===== config.mk =====
export PLATFORM = sky130hd
export DESIGN_NAME = seq_scan_ctrl
export DESIGN_NICKNAME = d
export VERILOG_FILES = /design/src/rtl/seq_scan_ctrl.sv
export SDC_FILE = /design/constraint.sdc
export NUM_CORES = 1
export LEC_CHECK = 0
export ABC_CLOCK_PERIOD_IN_PS = 3500
export CAP_MARGIN = 40
export CORE_ASPECT_RATIO = 0.7
export CORE_MARGIN = 5
export CORE_UTILIZATION = 35
export DETAILED_ROUTE_END_ITERATION = 12
export GPL_TIMING_DRIVEN = 1
export SLEW_MARGIN = 40
export SYNTH_ARGS = -nofsm -noshare
export SYNTH_HDL_FRONTEND = slang
export SYNTH_SLANG_ARGS = --single-unit

===== constraint.sdc =====
create_clock -name clk -period 3.5 [get_ports clk]
set_clock_uncertainty 0.15 [all_clocks]
set_input_delay 1.05 -clock clk [delete_from_list [all_inputs] [get_ports clk]]
set_output_delay 1.05 -clock clk [all_outputs]
set_load 0.01 [all_outputs]

===== src/rtl/seq_scan_ctrl.sv =====
// seq_scan_ctrl: run controller for serial pattern detection.
//
// A start command in IDLE latches a pattern of up to PAT_W bits, its length,
// a match target and a bit budget. The controller then scans the qualified
// serial stream, pulses match per detection and counts matches. A run ends
// when the target is reached (hit=1), when the budget is exhausted (hit=0),
// or on abort (no done pulse).
//
// Build option: define SEQ_SCAN_OVERLAP_EN to let successive matches share
// stream bits. Left undefined, each match needs pat_len fresh bits.
//
// Ports:
//   clk        rising-edge clock
//   rst        asynchronous active-low reset
//   start      run request, honoured only in IDLE
//   abort      cancel the current run (SCAN or DONE)
//   pattern    pattern bits; bit pat_len-1 is the first bit received
//   pat_len    pattern length, clamped to PAT_W
//   target     match count that ends the run, 0 = unlimited
//   max_bits   bit budget, 0 = unlimited
//   x_valid    x is valid this cycle
//   x          serial data bit
//   busy       run in progress (SCAN or DONE)
//   match      one-cycle pulse per detected match
//   match_cnt  matches in the current or last run (saturating)
//   done       one-cycle run-complete pulse
//   hit        valid with done: 1 = target reached, 0 = budget exhausted

module seq_scan_ctrl #(
   parameter int unsigned PAT_W = 4,
   parameter int unsigned LEN_W = 3,
   parameter int unsigned CNT_W = 8
) (
   input  logic             clk,
   input  logic             rst,
   input  logic             start,
   input  logic             abort,
   input  logic [PAT_W-1:0] pattern,
   input  logic [LEN_W-1:0] pat_len,
   input  logic [CNT_W-1:0] target,
   input  logic [CNT_W-1:0] max_bits,
   input  logic             x_valid,
   input  logic             x,
   output logic             busy,
   output logic             match,
   output logic [CNT_W-1:0] match_cnt,
   output logic             done,
   output logic             hit
);

   typedef enum logic [1:0] {StIdle, StScan, StDone} state_e;

   state_e           state_q;
   logic [PAT_W-1:0] pat_q;
   logic [PAT_W-1:0] hist_q;
   logic [LEN_W-1:0] len_q;
   logic [LEN_W-1:0] fill_q;
   logic [CNT_W-1:0] tgt_q;
   logic [CNT_W-1:0] max_q;
   logic [CNT_W-1:0] bit_cnt_q;

   logic [LEN_W-1:0] len_in;
   logic [PAT_W-1:0] hist_d;
   logic [LEN_W-1:0] fill_inc;
   logic [LEN_W-1:0] fill_d;
   logic [PAT_W-1:0] len_mask;
   logic             is_match;
   logic [CNT_W-1:0] bit_cnt_d;
   logic [CNT_W-1:0] match_cnt_d;
   logic             term_hit;
   logic             term_budget;

   // Next-state values for one accepted sample in SCAN.
   always_comb begin
      len_in = (pat_len > LEN_W'(PAT_W)) ? LEN_W'(PAT_W) : pat_len;

      hist_d   = {hist_q[PAT_W-2:0], x};
      fill_inc = (fill_q < len_q) ? fill_q + LEN_W'(1) : fill_q;

      len_mask = '0;
      for (int i = 0; i < PAT_W; i++) begin
         len_mask[i] = (i < int'(len_q));
      end

      // Only the low len bits of history and pattern take part.
      is_match = (fill_inc >= len_q) && (((hist_d ^ pat_q) & len_mask) == '0);

`ifdef SEQ_SCAN_OVERLAP_EN
      fill_d = fill_inc;
`else
      fill_d = is_match ? '0 : fill_inc;
`endif

      bit_cnt_d   = (&bit_cnt_q) ? bit_cnt_q : bit_cnt_q + CNT_W'(1);
      match_cnt_d = (is_match && !(&match_cnt)) ? match_cnt + CNT_W'(1) : match_cnt;

      term_hit    = (tgt_q != '0) && (match_cnt_d == tgt_q);
      term_budget = (max_q != '0) && (bit_cnt_d == max_q);
   end

   always_ff @(posedge clk or negedge rst) begin
      if (!rst) begin
         state_q   <= StIdle;
         pat_q     <= '0;
         hist_q    <= '0;
         len_q     <= '0;
         fill_q    <= '0;
         tgt_q     <= '0;
         max_q     <= '0;
         bit_cnt_q <= '0;
         busy      <= 1'b0;
         match     <= 1'b0;
         match_cnt <= '0;
         done      <= 1'b0;
         hit       <= 1'b0;
      end else begin
         match <= 1'b0;
         done  <= 1'b0;
         unique case (state_q)
            StIdle: begin
               if (start) begin
                  pat_q     <= pattern;
                  len_q     <= len_in;
                  tgt_q     <= target;
                  max_q     <= max_bits;
                  hist_q    <= '0;
                  fill_q    <= '0;
                  bit_cnt_q <= '0;
                  match_cnt <= '0;
                  hit       <= 1'b0;
                  busy      <= 1'b1;
                  if (len_in == '0) begin
                     // Empty pattern: complete immediately without a hit.
                     state_q <= StDone;
                     done    <= 1'b1;
                  end else begin
                     state_q <= StScan;
                  end
               end
            end
            StScan: begin
               if (abort) begin
                  // Abort wins over a terminal sample; the sample is dropped.
                  state_q <= StIdle;
                  busy    <= 1'b0;
               end else if (x_valid) begin
                  hist_q    <= hist_d;
                  fill_q    <= fill_d;
                  bit_cnt_q <= bit_cnt_d;
                  match     <= is_match;
                  match_cnt <= match_cnt_d;
                  if (term_hit || term_budget) begin
                     state_q <= StDone;
                     done    <= 1'b1;
                     hit     <= term_hit;
                  end
               end
            end
            StDone: begin
               state_q <= StIdle;
               busy    <= 1'b0;
            end
            default: begin
               state_q <= StIdle;
               busy    <= 1'b0;
            end
         endcase
      end
   end

endmodule


==> results of run 1 <==
==> flip-flops by register name, indices dropped and copies added (netlist names) <==
name and cells:
bit_cnt_q 8, match_cnt 8, max_q 8, tgt_q 8
pat_q 4, fill_q 3, hist_q 3, len_q 3
state_q 2, busy 1, done 1, hit 1
match 1
==> stage by stage <==
stage	utilization	instance area [sq um]
after CTS	0.463	3910
after detailed placement	0.434	3670
after floorplan	-	3040
after global routing	0.468	3950
after global placement	0.434	3670
final	0.468	3950
==> power groups by stage <==
stage               logic (mW)  registers, mW  clock network (mW)
CTS                       1.32          0.974               0.594
detailed placement        1.20          0.982                   0
finish                    1.40          0.976               0.574
global route              1.57           1.00               0.621
floorplan                0.809          0.937                   0
global placement          1.19          0.975                   0
==> timing repair <==
item                                    in CTS  in global routing
setup buffers                                2                  3
endpoints found under the setup margin       4                  4
pin swaps                                    3                 13
gates resized for setup                     10                  6
==> worst max path at each step <==
| stage | startpoint | end | slack, ns | depth (start not counted) |
|---|---|---|---|---|
| after global placement | x | state_q[0]$_DFFE_PN0P_ | -0.25 | 9 |
| after global routing | len_q[1]$_DFFE_PN0P_ | state_q[0]$_DFFE_PN0P_ | -0.22 | 17 |
| after floorplan | len_q[1]$_DFFE_PN0P_ | state_q[0]$_DFFE_PN0P_ | 0.04 | 15 |
| after detailed placement | x | state_q[0]$_DFFE_PN0P_ | -0.30 | 10 |
| final | fill_q[1]$_DFFE_PN0P_ | state_q[0]$_DFFE_PN0P_ | -0.1 | 16 |
| after CTS | len_q[1]$_DFFE_PN0P_ | state_q[0]$_DFFE_PN0P_ | -0.02 | 17 |
==> area by class of cell <==
cell class	instances	area, sq um
Clock buffer	6	139
Tap cell	120	150
Multi-Input combinational cell	280	1720
Clock inverter	2	35.0
Timing Repair Buffer	65	599
Fill cell	817	4490
Inverter	9	33.8
Sequential cell	51	1280
==> per-layer routing <==
layer  up-vias  track usage  part of all wire  routed length, um
li1       1372            -                 -                  -
met4         0       0.0484            0.0099                 78
met5         -            0                 0                  0
met2        74        0.242              0.45               3540
met3         6       0.0342             0.050                399
met1      1292        0.224              0.49               3890
==> kinds of logic after synthesis <==
| family | Yosys count |
|---|---|
| AOI/OAI and AO/OA | 91 |
| xor gates and xnor gates | 20 |
| adders and majority gates | 8 |
| buffers and inverters | 28 |
| DFF | 51 |
| muxes | 5 |
| and+or+nand+nor | 156 |
==> cell usage after synthesis, drive strengths merged, types with 2 or more instances <==
| library cell | n |
|---|---|
| nand2 | 81 |
| dfrtp | 51 |
| o21ai | 33 |
| a21oi | 20 |
| nor2 | 18 |
| clkbuf | 17 |
| nand3 | 11 |
| xor2 | 11 |
| inv | 9 |
| xnor2 | 9 |
| ha | 8 |
| nand4 | 8 |
| nand2b | 7 |
| and2 | 6 |
| o31ai | 6 |
| a21o | 5 |
| and3 | 4 |
| mux2i | 4 |
| nand3b | 4 |
| nor3 | 4 |
| a22o | 3 |
| a31oi | 3 |
| nor4 | 3 |
| o22ai | 3 |
| or3 | 3 |
| a211oi | 2 |
| a221oi | 2 |
| and4 | 2 |
| buf | 2 |
| nor2b | 2 |
| o2111ai | 2 |
| o21bai | 2 |
| or4 | 2 |
==> worst max-delay path, stage by stage, from the launching register on <==
cell and delay (ns):
dfrtp_1 0.42, ha_4 0.25, o21ai_2 0.05, nand2b_1 0.07, a21oi_2 0.23, nand2_2 0.10
xnor2_2 0.15, ha_1 0.32, a21oi_2 0.15, o21ai_2 0.07, buf_4 0.14, nand4_4 0.10
buf_6 0.12, nor3_2 0.03, a2111o_1 0.38, or4_4 0.51, a31o_1 0.23
==> metrics.md, run 1 <==
| Metric | Value |
|---|---|
| Status | finished with violations |
| Failing checks | negative setup slack |
| GRT overflow | 0 |
| Net switching power | 1.12 mW |
| Initial antenna violation count | 0 |
| Sw Share | 0.380 |
| Deepest clock path buffer count | 2 |
| Clock Latency Late Sink | 0.29 ns |
| First-pass GRT wire length | 13.4 mm |
| CTS Buf Count | 5 |
| Number of diodes | 0 |
| Register area share after synthesis | 0.422 |
| Die height | 87.8 um |
| Final setup margin | -0.0979 ns |
| Setup TNS | -0.102 ns |
| Mux share of post-synthesis cell area | 0.0170 |
| Crit start category | flop |
| Req. time, crit path | 3.53 ns |
| Fmax | 278 MHz |
| Iter 0 DRT Violations | 271 |
| CTS Root Cell | clkbuf_16 |
| Crit Path Class | reg2reg |
| Netlist cell types | 51 |
| R2R Setup Slk | -0.1 ns |
| Min-delay src | hist_q[2]$_DFFE_PN0P_ |
| FFs w/ async S/R, synth | 1.00 |
| Cells after DPL | 520 |
| Wirelength per Cell | 14.8 um |
| Fin crit period | 3.60 ns |
| Final setup viols | 2 |
| Compound-Gate Fraction of Synth Area | 0.189 |
| Boundary Pins | 41 |
| Synth Area per Inst | 8.42 sq um |
| Clk pin slew, worst setup/hold paths | 0.07 ns |
| Core ar. | 8440 sq um |
| RSZ-0062 raised after global routing | yes |
| WHS Endpoint | hist_q[2]$_DFFE_PN0P_ |
| Post-synthesis simple-gate area fraction | 0.245 |
| WHS Path Cells | 2 |
| Final WL | 7.91 mm |
| Largest family of logic cells by synthesized area | simple AND/OR/NAND/NOR gates |
| Synthesis-stage register bit count | 51 |
| FF-to-FF End | state_q[0]$_DFFE_PN0P_ |
| Post-route non-filler standard cell count | 533 |
| Part of the cycle the worst path needs | 1.03 |
| I/O Buffers | 40 |
| Synth Instances | 359 |
| Initial Utilization | 0.358 |
| Clk sink count | 51 |
| Residual DRC | 0 |
| Rows | 28 |
| Detail Route Antenna Nets | 0 |
| Leading cell type in the layout, fill and taps excluded | nand2_1 |
| Static Leak | 1.77 nW |
| Slew @ Worst Pin | 0.752 ns |
| Via count | 2,744 |
| Synth Area in XOR/XNOR | 0.0579 |
| Total power | 2.95 mW |
| Most used DFF post-synth | dfrtp_1 |
| Area Growth Syn to Fin | 30.7% |
| Crit end category | flop |
| Rel. slew slack | 0.499 |
| Placer Congestion | 0.886 |
| CP max FO | 4 |
| R2r startpoint | fill_q[1]$_DFFE_PN0P_ |
| Die Width | 121 um |
| Total Die Area | 10,600 sq um |
| Final-report max-slew violation count | 0 |
| Place WS | -0.296 ns |
| Max VDD drop | 0.314 mV |
| Adder-cell area share of the yosys netlist | 0.0331 |
| Seq pwr share | 0.331 |
| Pwr Density | 746 nW/um^2 |
| CTS H-tree depth | 2 |
| Post-DP HPWL | 5.69 mm |
| WP data arrival | 3.63 ns |
| Clock share of power | 0.195 |
| Post-synth EDFFs | 0 |
| Vias in the first global route | 2,658 |
| Overall Global Routing Usage | 0.158 |
| Hold-fix buffers at CTS | 0 |
| Syn_nets | 396 |
| Largest cells by area after synthesis | dfrtp_1 42%, nand2_1 10%, o21ai_0 4.8% |
| Fin. Hold Viols | 0 |
| Post-synth top area cell | dfrtp_1 |
| Most frequent cells in the layout | 80 x nand2_1, 51 x dfrtp_1, 39 x clkdlybuf4s50_1, 28 x o21ai_0, 23 x buf_4 |
| Synthesized cell area | 3020 sq um |
| Nets | 449 |
| Synthesis Warnings | 0 |
| Max_cap viols | 0 |
| Layout cell share with drive strength beyond 1 | 0.128 |
| Drt first pass iters | 4 |
| Internal power | 1.83 mW |
| Hold_ws | 0.357 ns |
| Worst min path class | reg2reg |
| Via density | 5.15 |
| FF-to-FF path depth | 16 |
| TritonCTS clock tree | yes |
| Logic pwr share | 0.474 |
| Synth top area share | 0.422 |
| Largest net degree at the start of global routing | 29 |
No activity file was read; power rests on OpenSTA's default activity.
==> inputs of run 2 (changes only) <==
- ABC_CLOCK_PERIOD_IN_PS: 3500 -> 4450
- clock period: 3.5 -> 4.45 ns (I/O delays scaled with it)
==> metrics.md, run 2 (synthesized netlist as in run 1, its figures left out) <==
| Metric | Value |
|---|---|
| Status | complete, no violations (was finished with violations) |
| Via density | 5.16 (was 5.15) |
| Detail Route Antenna Nets | 0 (unchanged) |
| Area Growth Syn to Fin | 21.8% (was 30.7%) |
| Max VDD drop | 0.231 mV (was 0.314 mV) |
| Crit start category | flop (unchanged) |
| Setup TNS | 0 ns (was -0.102 ns) |
| Post-CTS setup buffers | 0 (was 2) |
| Non-Filler Cell Area, Final | 3680 sq um (was 3950 sq um) |
| CTS Root Cell | clkbuf_16 (unchanged) |
| Pwr Density | 541 nW/um^2 (was 746 nW/um^2) |
| Total Die Area | 10,600 sq um (unchanged) |
| Most frequent cells in the layout | 81 x nand2_1, 51 x dfrtp_1, 39 x clkdlybuf4s50_1, 29 x o21ai_0, 20 x a21oi_1 (was 80 x nand2_1, 51 x dfrtp_1, 39 x clkdlybuf4s50_1, 28 x o21ai_0, 23 x buf_4) |
| Crit Path Class | reg2reg (unchanged) |
| RSZ-0062 raised after global routing | no (was yes) |
| Via count | 2,642 (was 2,744) |
| First-pass GRT wire length | 13.2 mm (was 13.4 mm) |
| Iter 0 DRT Violations | 204 (was 271) |
| CTS H-tree depth | 2 (unchanged) |
| Number of diodes | 0 (unchanged) |
| Deepest clock path buffer count | 2 (unchanged) |
| Slew @ Worst Pin | 0.783 ns (was 0.752 ns) |
| Layout cell share with drive strength beyond 1 | 0.0408 (was 0.128) |
| Placer Congestion | 0.927 (was 0.886) |
| Nets | 428 (was 449) |
| Die height | 87.8 um (unchanged) |
| Largest net degree at the start of global routing | 37 (was 29) |
| CTS Buf Count | 5 (unchanged) |
| FF-to-FF End | state_q[0]$_DFFE_PN0P_ (unchanged) |
| Fin. Hold Viols | 0 (unchanged) |
| Max_cap viols | 0 (unchanged) |
| Residual DRC | 0 (unchanged) |
| Hold_ws | 0.352 ns (was 0.357 ns) |
| Clock Latency Late Sink | 0.29 ns (about the same) |
| Boundary Pins | 41 (unchanged) |
| Final WL | 7.39 mm (was 7.91 mm) |
| Worst min path class | reg2reg (unchanged) |
| R2R Setup Slk | 0.44 ns (was -0.1 ns) |
| Placed Area | 3530 sq um (was 3670 sq um) |
| WHS Path Cells | 2 (unchanged) |
| Min-delay src | hist_q[2]$_DFFE_PN0P_ (unchanged) |
| Vias in the first global route | 2,751 (was 2,658) |
| Final-report max-slew violation count | 0 (unchanged) |
| Overall Global Routing Usage | 0.154 (was 0.158) |
| Rel. slew slack | 0.477 (was 0.499) |
| Post-DP HPWL | 5.40 mm (was 5.69 mm) |
| I/O Buffers | 40 (unchanged) |
| Part of the cycle the worst path needs | 0.900 (was 1.03) |
| Die Width | 121 um (unchanged) |
| R2r startpoint | len_q[1]$_DFFE_PN0P_ (was fill_q[1]$_DFFE_PN0P_) |
| CP max FO | 8 (was 4) |
| Wirelength per Cell | 14.4 um (was 14.8 um) |
| Fin crit period | 4.01 ns (was 3.60 ns) |
| WP data arrival | 4.03 ns (was 3.63 ns) |
| Hold-fix buffers at CTS | 0 (unchanged) |
| Drt first pass iters | 4 (unchanged) |
| Clk sink count | 51 (unchanged) |
| TritonCTS clock tree | yes (unchanged) |
| Initial Utilization | 0.358 (unchanged) |
| # resized after CTS | 0 (was 10) |
| GRT overflow | 0 (unchanged) |
| Leading cell type in the layout, fill and taps excluded | nand2_1 (unchanged) |
| Clk pin slew, worst setup/hold paths | 0.06 ns (was 0.07 ns) |
| Fmax | 250 MHz (was 278 MHz) |
| Static Leak | 1.63 nW (was 1.77 nW) |
| Initial antenna violation count | 0 (unchanged) |
| Final setup viols | 0 (was 2) |
| Core ar. | 8440 sq um (unchanged) |
| Rows | 28 (unchanged) |
| FF-to-FF path depth | 14 (was 16) |
| Crit end category | flop (unchanged) |
| Fill cells | 828 (was 817) |
| Req. time, crit path | 4.48 ns (was 3.53 ns) |
| WHS Endpoint | hist_q[2]$_DFFE_PN0P_ (unchanged) |
## run 2: final cells by class
type / instances / area (sq um) / area share
multi-input combinational: 280 / 1640 / 0.445
sequential: 51 / 1280 / 0.347
timing repair buffer: 44 / 428 / 0.116
clock buffer: 8 / 156 / 0.0425
tap: 120 / 150 / 0.0408
inverter: 9 / 33.8 / 0.00917
## run 2: worst max path at each step
stage,from,endpoint,slack [ns],cells after the start
finish,len_q[1]$_DFFE_PN0P_,state_q[0]$_DFFE_PN0P_,0.44,14
global placement,x,state_q[0]$_DFFE_PN0P_,0.23,8
CTS,len_q[1]$_DFFE_PN0P_,state_q[0]$_DFFE_PN0P_,0.45,14
floorplan,len_q[1]$_DFFE_PN0P_,state_q[0]$_DFFE_PN0P_,0.81,15
global route,len_q[1]$_DFFE_PN0P_,state_q[0]$_DFFE_PN0P_,0.17,14
detailed placement,x,state_q[0]$_DFFE_PN0P_,0.17,8
## run 2: where the power goes
part | internal (mW) | total (mW) | switching [mW]
combinational | 0.366 | 0.820 | 0.454
clock | 0.240 | 0.403 | 0.163
sequential | 0.605 | 0.768 | 0.162
total | 1.21 | 1.99 | 0.780
## run 2: metrics by stage
step                      utilization  power, mW  worst slack (ns)  instances
after global routing            0.436       2.18             0.166        512
after CTS                       0.436       2.01             0.452        512
after floorplan                     -       1.35             0.815        359
final                           0.436       1.99             0.444        512
after detailed placement        0.418       1.60             0.174        504
after global placement          0.417       1.57             0.229        504
## run 2: critical path: stages, from the launching register on
cell	delay (ns)
dfrtp_1	0.38
inv_1	0.09
ha_1	0.29
o21ai_0	0.07
nand2b_1	0.07
a21oi_1	0.27
mux2_2	0.39
ha_1	0.28
nand2_1	0.05
o21ai_1	0.21
and4_1	0.45
nand2b_4	0.09
a2111o_1	0.37
or4_4	0.51
a31o_1	0.22
## run 2: metal layers
metal,share of wire,vias to the layer above,GRT usage
li1,-,1326,-
met1,0.50,1247,0.205
met2,0.45,67,0.257
met3,0.048,2,0.0368
met4,0.0032,0,0.0340
met5,0,-,0
